--- src/rtl/channel_read_arb_pkg.sv ---
// rtl/channel_read_arb_pkg.sv - shared types and constants for the channel read arbiter
package channel_read_arb_pkg;

    typedef enum logic [2:0] {
        ST_IDLE,
        ST_HDR0,
        ST_HDR1,
        ST_PAYLOAD,
        ST_DONE
    } state_t;

    localparam int LEN_LSB   = 0;
    localparam int LEN_MSB   = 8;
    localparam int LEN_W     = LEN_MSB - LEN_LSB + 1;
    localparam int WL_W      = 10;
    localparam int HDR_WORDS = 2;
    localparam int MAX_WORDS = 126;

    // Byte length to word count, widened first so 511+3 does not wrap.
    function automatic logic [WL_W-1:0] len_to_words(input logic [LEN_W-1:0] len);
        logic [WL_W-1:0] sum;
        sum = {1'b0, len} + 10'd3;
        return sum >> 2;
    endfunction

endpackage

--- src/rtl/channel_read_arb_rr_arb4.sv ---
// rtl/channel_read_arb_rr_arb4.sv - combinational 4-way round-robin arbiter
module rr_arb4 (
    input  logic [3:0] request,
    input  logic [1:0] last,
    output logic       grant_valid,
    output logic [1:0] grant_idx
);

    logic [1:0] cand;

    // Search starts one past the previous winner; the previous winner is checked last.
    always_comb begin
        grant_valid = 1'b0;
        grant_idx   = 2'd0;
        cand        = 2'd0;
        for (int k = 4; k >= 1; k--) begin
            cand = last + 2'(k);
            if (request[cand]) begin
                grant_valid = 1'b1;
                grant_idx   = cand;
            end
        end
    end

endmodule

--- src/rtl/channel_read_arb.sv ---
// rtl/channel_read_arb.sv - round-robin packet reader from per-channel show-ahead buffers
module channel_read_arb #(
    parameter int NUM_CHAN  = 4,
    parameter int MAX_WORDS = channel_read_arb_pkg::MAX_WORDS
) (
    input  logic                     txclk,
    input  logic                     reset,
    input  logic [NUM_CHAN-1:0]      chan_en,
    input  logic [NUM_CHAN-1:0]      pkt_waiting,
    input  logic [32*NUM_CHAN-1:0]   buf_data,
    output logic [NUM_CHAN-1:0]      buf_rd,
    output logic [NUM_CHAN-1:0]      buf_rd_done,
    output logic [31:0]              out_data,
    output logic                     out_valid,
    input  logic                     out_ready,
    output logic                     out_sop,
    output logic                     out_eop,
    output logic [1:0]               out_chan,
    output logic                     len_err
);

    import channel_read_arb_pkg::*;

    localparam logic [WL_W-1:0] MAX_BYTES = WL_W'(MAX_WORDS * 4);

    state_t          state, state_nx;
    logic [1:0]      sel, last_grant;
    logic [WL_W-1:0] words_left;
    logic            grant_valid;
    logic [1:0]      grant_idx;
    logic            hs;
    logic [LEN_W-1:0] hdr_len;
    logic            len_over;

    rr_arb4 u_arb (
        .request     (pkt_waiting & chan_en),
        .last        (last_grant),
        .grant_valid (grant_valid),
        .grant_idx   (grant_idx)
    );

    assign out_data = buf_data[{sel, 5'd0} +: 32];
    assign out_chan = sel;
    assign hs       = out_valid & out_ready;
    assign hdr_len  = out_data[LEN_MSB:LEN_LSB];
    assign len_over = {1'b0, hdr_len} > MAX_BYTES;

    always_ff @(posedge txclk) begin
        if (reset) begin
            state      <= ST_IDLE;
            sel        <= 2'd0;
            last_grant <= 2'd3;
            words_left <= '0;
        end else begin
            state <= state_nx;
            case (state)
                ST_IDLE:    if (grant_valid) sel <= grant_idx;
                ST_HDR0:    if (hs) words_left <= len_to_words(hdr_len);
                ST_PAYLOAD: if (hs) words_left <= words_left - 1'b1;
                ST_DONE:    last_grant <= sel;
                default:    ;
            endcase
        end
    end

    always_comb begin
        state_nx = state;
        case (state)
            ST_IDLE:    if (grant_valid) state_nx = ST_HDR0;
            ST_HDR0:    if (hs) state_nx = len_over ? ST_DONE : ST_HDR1;
            ST_HDR1:    if (hs) state_nx = (words_left != '0) ? ST_PAYLOAD : ST_DONE;
            ST_PAYLOAD: if (hs && words_left <= WL_W'(1)) state_nx = ST_DONE;
            ST_DONE:    state_nx = ST_IDLE;
            default:    state_nx = ST_IDLE;
        endcase
    end

    always_comb begin
        out_valid   = 1'b0;
        out_sop     = 1'b0;
        out_eop     = 1'b0;
        len_err     = 1'b0;
        buf_rd      = '0;
        buf_rd_done = '0;
        case (state)
            ST_HDR0: begin
                out_valid = 1'b1;
                out_sop   = 1'b1;
                out_eop   = len_over;
                len_err   = len_over & out_ready;
            end
            ST_HDR1: begin
                out_valid = 1'b1;
                out_eop   = (words_left == '0);
            end
            ST_PAYLOAD: begin
                out_valid = 1'b1;
                out_eop   = (words_left == WL_W'(1));
            end
            ST_DONE:   buf_rd_done = NUM_CHAN'(1) << sel;
            default:   ;
        endcase
        if (hs) buf_rd = NUM_CHAN'(1) << sel;
    end

endmodule

--- config.mk ---
export PLATFORM = sky130hd
export DESIGN_NAME = channel_read_arb
export DESIGN_NICKNAME = d
export VERILOG_FILES = /design/src/rtl/channel_read_arb_pkg.sv /design/src/rtl/channel_read_arb_rr_arb4.sv /design/src/rtl/channel_read_arb.sv
export SDC_FILE = /design/constraint.sdc
export NUM_CORES = 1
export LEC_CHECK = 0
export ABC_AREA = 1
export BUFFER_PORTS_ARGS = -buffer_cell sky130_fd_sc_hd__buf_2
export CAP_MARGIN = 40
export CORE_UTILIZATION = 44
export DETAILED_ROUTE_END_ITERATION = 16
export PLACE_DENSITY = 0.92
export SETUP_SLACK_MARGIN = 0.3
export SLEW_MARGIN = 20
export SYNTH_ARGS = -nofsm -noshare
export SYNTH_HDL_FRONTEND = slang
export SYNTH_SLANG_ARGS = --single-unit
--- constraint.sdc ---
create_clock -name txclk -period 2.1 [get_ports txclk]
set_input_delay 0.105 -clock txclk [delete_from_list [all_inputs] [get_ports txclk]]
set_output_delay 0.105 -clock txclk [all_outputs]
set_load 0.05 [all_outputs]
## After elaboration in Yosys (flattened, before gate mapping)

Index checks and enable logic that the tools add are counted.

- Output and inout port bits: 46
- Latch bits: 0
- Bits in read-only memories: 0
- Logic and storage cells: 71
- Memory bits (writable): 0
- Flip-flop bits (word level): 17
- Memories: 0

- Equal/unequal tests: 10
- Divide/modulo/power cells: 0
- Reductions and logical operators: 9
- $mul: 0
- Order comparisons: 6
- Mux-type cells: 32
- Add/subtract/negate cells: 5
- Shift-type cells: 2
- Bitwise operators: 3

Operator list:

| operator | number |
|---|---|
| indexed part select 128 x 8 -> 32 bit | 1 |
| 2-to-1 mux 10 bit | 2 |
| one-hot mux 10 bit (2 select lines) | 1 |
| 2-to-1 mux 3 bit | 6 |
| less-than comparator 2 x 3 -> 1 bit (second input constant) | 4 |
| one-hot mux 3 bit (4 select lines) | 1 |
| 2-to-1 mux 1 bit | 11 |
| adder 9 x 2 -> 10 bit (second input constant) | 1 |
| equality test 10 x 1 -> 1 bit (second input constant) | 1 |
| less-or-equal comparator 10 x 1 -> 1 bit (second input constant) | 1 |
| logical NOT 10 bit | 1 |
| != test 2 bit (second input constant) | 5 |
| nonzero test 10 bit | 1 |
| subtractor 10 x 1 -> 10 bit (second input constant) | 1 |
| > comparator 9 bit (second input constant) | 1 |
| binary-select mux 1 bit (select 2 bit) | 4 |
| 2-to-1 mux 2 bit | 4 |
| 2-to-1 mux 4 bit | 2 |
| equality test 3 x 2 -> 1 bit (second input constant) | 2 |
| adder 2 bit (second input constant) | 2 |
| bitwise AND 4 bit | 1 |
| AND reduction 4 bit | 1 |
| << shifter 1 x 2 -> 4 bit (first input constant) | 1 |
| equality test 3 x 1 -> 1 bit (second input constant) | 1 |
| other kinds (10) | 11 |

## Longest topological paths before layout

- Word-level depth: 9
- Gate-level depth with buffers: 13
- Mapped depth without buffers: 12

## Modules after synthesis

From an unflattened synthesis, not the netlist that was laid out.

- Cells, all modules: 448
- Area total of the unflattened synthesis: 2491.1 um^2

Modules (own cells, without submodules):

| module | area an instance (um^2) | times used | cells each |
|---|---|---|---|
| channel_read_arb | 2244.7 | 1 | 397 |
| rr_arb4 | 246.5 | 1 | 51 |

## Least setup slack after synthesis

OpenSTA, ideal clock, no wires.

- Path type: reg2out
- From: register state[2]
- To: output out_eop
- Cell stages (with the launch flop): 6
- Data arrival time: 2.679 ns
- Slack: -0.684 ns
- Path buffers: 0
- Data required time: 1.995 ns
- Cells stage by stage: dfxtp_1 inv_1 nand2_1 nor2_1 clkinv_1 o311ai_0

- Longest elaborated chain between the ends: 2

RTL lines:

| item | line | source |
|---|---|---|
| start, declared | channel_read_arb.sv:26 | `state_t state, state_nx;` |
| start signal, assigned | channel_read_arb.sv:55 | `state <= state_nx;` |
| equality test 3 x 2 -> 1 bit / equality test 3 x 1 -> 1 bit (equally long branches) | channel_read_arb.sv:85 | `case (state)` |
| one-hot mux 1 bit (3 select lines) (*) | channel_read_arb.sv:85 |  |
| end, declared | channel_read_arb.sv:17 | `output logic out_eop,` |

Mark *: on every way between the ends. The rest lies on a longest branch, timed or not.

## Final worst setup path

- From: register sel[0] (netlist: out_chan[0])
- To: output out_eop

- Longest elaborated chain between the ends: 3

RTL lines:

| item | line | source |
|---|---|---|
| start, declared | channel_read_arb.sv:27 | `logic [1:0] sel, last_grant;` |
| start signal, assigned | channel_read_arb.sv:57 | `ST_IDLE: if (grant_valid) sel <= grant_idx;` |
| indexed part select 128 x 8 -> 32 bit | channel_read_arb.sv:42 | `assign out_data = buf_data[{sel, 5'd0} +: 32];` |
| > comparator 9 bit | channel_read_arb.sv:46 | `assign len_over = {1'b0, hdr_len} > MAX_BYTES;` |
| one-hot mux 1 bit (3 select lines) | channel_read_arb.sv:85 |  |

Every way passes these cells.

==> impl_results.md <==
* Max Fanout on Critical Path at 6
* PD cells at 1830 nW/um^2
* Final setup viols at 1
* Routed via count at 4355
* Finished Cell Area at 4240 um^2
* H-tree depth at 1
* Crit start category: flop
* Total congestion overflow at 0
* Initial antenna violation count at 0
* Ys Warns at 0
* Slew Viols, Final at 0
* Avg Vias per Cell at 6.16
* Total track usage at 38.4%
* Clock skew at 0.00407 ns
* Hold Crit Class: in2reg
* Pin count of the biggest net entering global routing at 25
* Worst EP arrival at 2.03 ns
* Hold Path Depth at 2
* Slew at the pin closest to its max-slew limit at 0.372 ns
* Finished Core Util at 82.9%
* Crit path required time at 2.00 ns
* Setup CP Type: reg2out
* Slew headroom at 75.2%
* TritonCTS clock tree: built
* First-pass GRT wire length at 16400 um
* Die X at 74.8 um
* Worst setup EP type: output port
* Layout area overhead at 81.7%
* Non-Filler Instances at 707
* Antenna-violating nets left at 0
* Net Switching at 4740 uW
* Unrepaired setup endpoints after global routing: true
* GPL Wtd Cong at 0.941
* Top FF cell, synth: dfxtp_1
* Most common cell after layout, fill and taps aside: buf_2
* Sequential element share of the synthesized area at 14.6%
* Failing checks: setup timing
* Avg WL per Cell at 19.3 um
* Hold Crit Endpoint: state[1]
* Multi-input logic area at 2000 um^2
* Fillers at 298
* Sequential share of power at 7.7%
* Synth cell types at 32
* PortBufs at 184
* Layout Nets at 779
* EDFF count, synth at 0
* Post-route setup slack at -0.0334 ns
* Pre-CTS setup slack at 0.165 ns
* Skew-Pair Late Insertion Delay at 0.27 ns
* Min-delay src: reset
* Vias in the first global route at 3570
* Worst setup path start: out_chan[0]
* Post-placement cell area at 3670 um^2
* Fin crit share at 102%
* Cell internal pwr at 3010 uW
* FF+latch area at 350 um^2
* Core ar. at 5110 um^2
* Drt drc at 0
* Max Cap Viol at 0
* Status: finished with violations
* Avg Cell Area, Syn at 5.32 um^2
* FF-to-FF setup slack at 0.10 ns
* Final Hold Vio Count at 0
* DR pass1 iterations at 6
* Reg2reg end: state[1]
* 1st-iter DRT viols at 750
* Synthesized flop and latch total at 17
* Minimum clock period at 2.13 ns
* Cell area after synthesis at 2330 um^2
* Worst r2r src: out_chan[0]
* Cells after synthesis at 438
* Die ar. at 5590 um^2
* Diodes inserted at 0
* Clk slew on worst S/H paths at 0.07 ns
* TritonCTS Sinks at 17
* TNS Setup at -0.0334 ns
* Combinational Power Share at 88.9%
* Detail Placement HPWL at 7940 um
* Sw frac at 61.1%
* Die height at 74.8 um
* Peak Freq at 469 MHz
* CTS root buf: clkbuf_8
* Row cnt at 26
* Leakage at 0.00223 uW
* Layout cells sized above 1 at 44.7%
* Reg2Reg Depth at 14
* Num ports at 185
* Clock power frac at 3.4%
* Async set or reset register ratio after synthesis at 0%
* TritonCTS Buffers at 3
* Drt total wl at 13700 um
* Net Count, Synth at 579
* Placed insts at 681
* Peak supply drop at 1.39 mV
* Initial Util at 45.6%
* Max clock buf depth at 2
* Most frequent cells in the layout: buf_2 (153), nand2_1 (135), nand3_1 (69), nor2_1 (27)
state kept, by name, summed over array words and instances, names as in the netlist:
signal / flops
state: 3
words_left: 10
last_grant: 2
out_chan: 2
metal layers:
metal,up-vias,track usage (%),wire [um]
met1,1853,43.4,4310
met3,164,6.96,1660
li1,1864,-,-
met5,-,0,0
met2,474,65.5,6080
met4,0,26.8,1620
through the flow:
stage	hold slack (ns)	total power, uW
after global placement	0.373	6100
after global routing	0.0991	8040
after floorplan	0.174	4240
after detailed placement	0.381	6180
after CTS	0.102	7000
final	0.123	7760
repair_timing:
item                                    CTS  global route
resized for setup                        52            40
endpoints found under the setup margin   29            47
buffers inserted                         14             5
cloned                                    3             0
pin swaps                                13            22
endpoints found under the hold margin     0             0
hold buffers                              0             0
area by class of cell:
cell class                 count  area share [%]
clock buffer                   3           0.975
clock inverter                 1           0.118
inverter                      31            3.10
multi-input combinational    369            47.3
sequential                    17            8.27
tap                           70            2.07
timing repair buffer         216            38.2
power groups by stage:
stage | clock [uW] | combinational [uW] | sequential (uW)
final | 264 | 6890 | 600
after global routing | 281 | 7150 | 610
after CTS | 259 | 6170 | 568
after detailed placement | 0 | 5630 | 551
after global placement | 0 | 5560 | 541
after floorplan | 0 | 3670 | 562
cells in the mapped netlist, types with 2 or more instances:
| cell type | number | area (um^2) |
|---|---|---|
| nand3_1 | 74 | 370 |
| dfxtp_1 | 17 | 340 |
| o21ai_0 | 21 | 105 |
| nand4_1 | 2 | 12.5 |
| xor2_1 | 2 | 17.5 |
| a31oi_1 | 3 | 18.8 |
| clkinv_1 | 2 | 7.51 |
| nor2_2 | 4 | 25.0 |
| buf_2 | 5 | 25.0 |
| inv_2 | 5 | 18.8 |
| nand2_1 | 154 | 578 |
| nor3_1 | 4 | 20.0 |
| a21oi_2 | 2 | 17.5 |
| a22oi_1 | 24 | 180 |
| nand2_2 | 6 | 37.5 |
| o211ai_1 | 3 | 22.5 |
| ha_1 | 2 | 25.0 |
| nor2_4 | 3 | 33.8 |
| nor2_1 | 36 | 135 |
| inv_1 | 24 | 90.1 |
| xnor2_1 | 2 | 17.5 |
| clkbuf_1 | 11 | 41.3 |
| buf_4 | 4 | 30.0 |
| a21oi_1 | 20 | 100 |
kinds of logic after synthesis:
logic type      count (synthesis)  synth area share (%)
compound gates                 78                  20.6
xor+xnor                        4                  1.50
fa+ha+maj                       2                  1.07
buf+inv                        52                  9.61
flops                          17                  14.6
simple gates                  285                  52.6
how the worst max path moves through the flow:
stage,end,depth (start not counted),slack [ns]
2_1_floorplan,buf_rd[0],5,0.23
3_3_place_gp,out_eop,10,0.23
3_5_place_dp,out_eop,10,0.16
4_1_cts,out_eop,12,0.15
5_1_grt,out_eop,11,-0.16
6_report,out_eop,11,-0.03
critical path, cell delays in order, from the launching register on:
cell,delay (ns)
dfxtp_4,0.40
buf_6,0.14
buf_16,0.13
buf_6,0.12
nand3_2,0.07
nand2_1,0.08
nor2_2,0.15
nand3_2,0.11
nand4_1,0.14
buf_6,0.15
o311ai_4,0.08
buf_6,0.17
(Power assumes the default switching activity.)
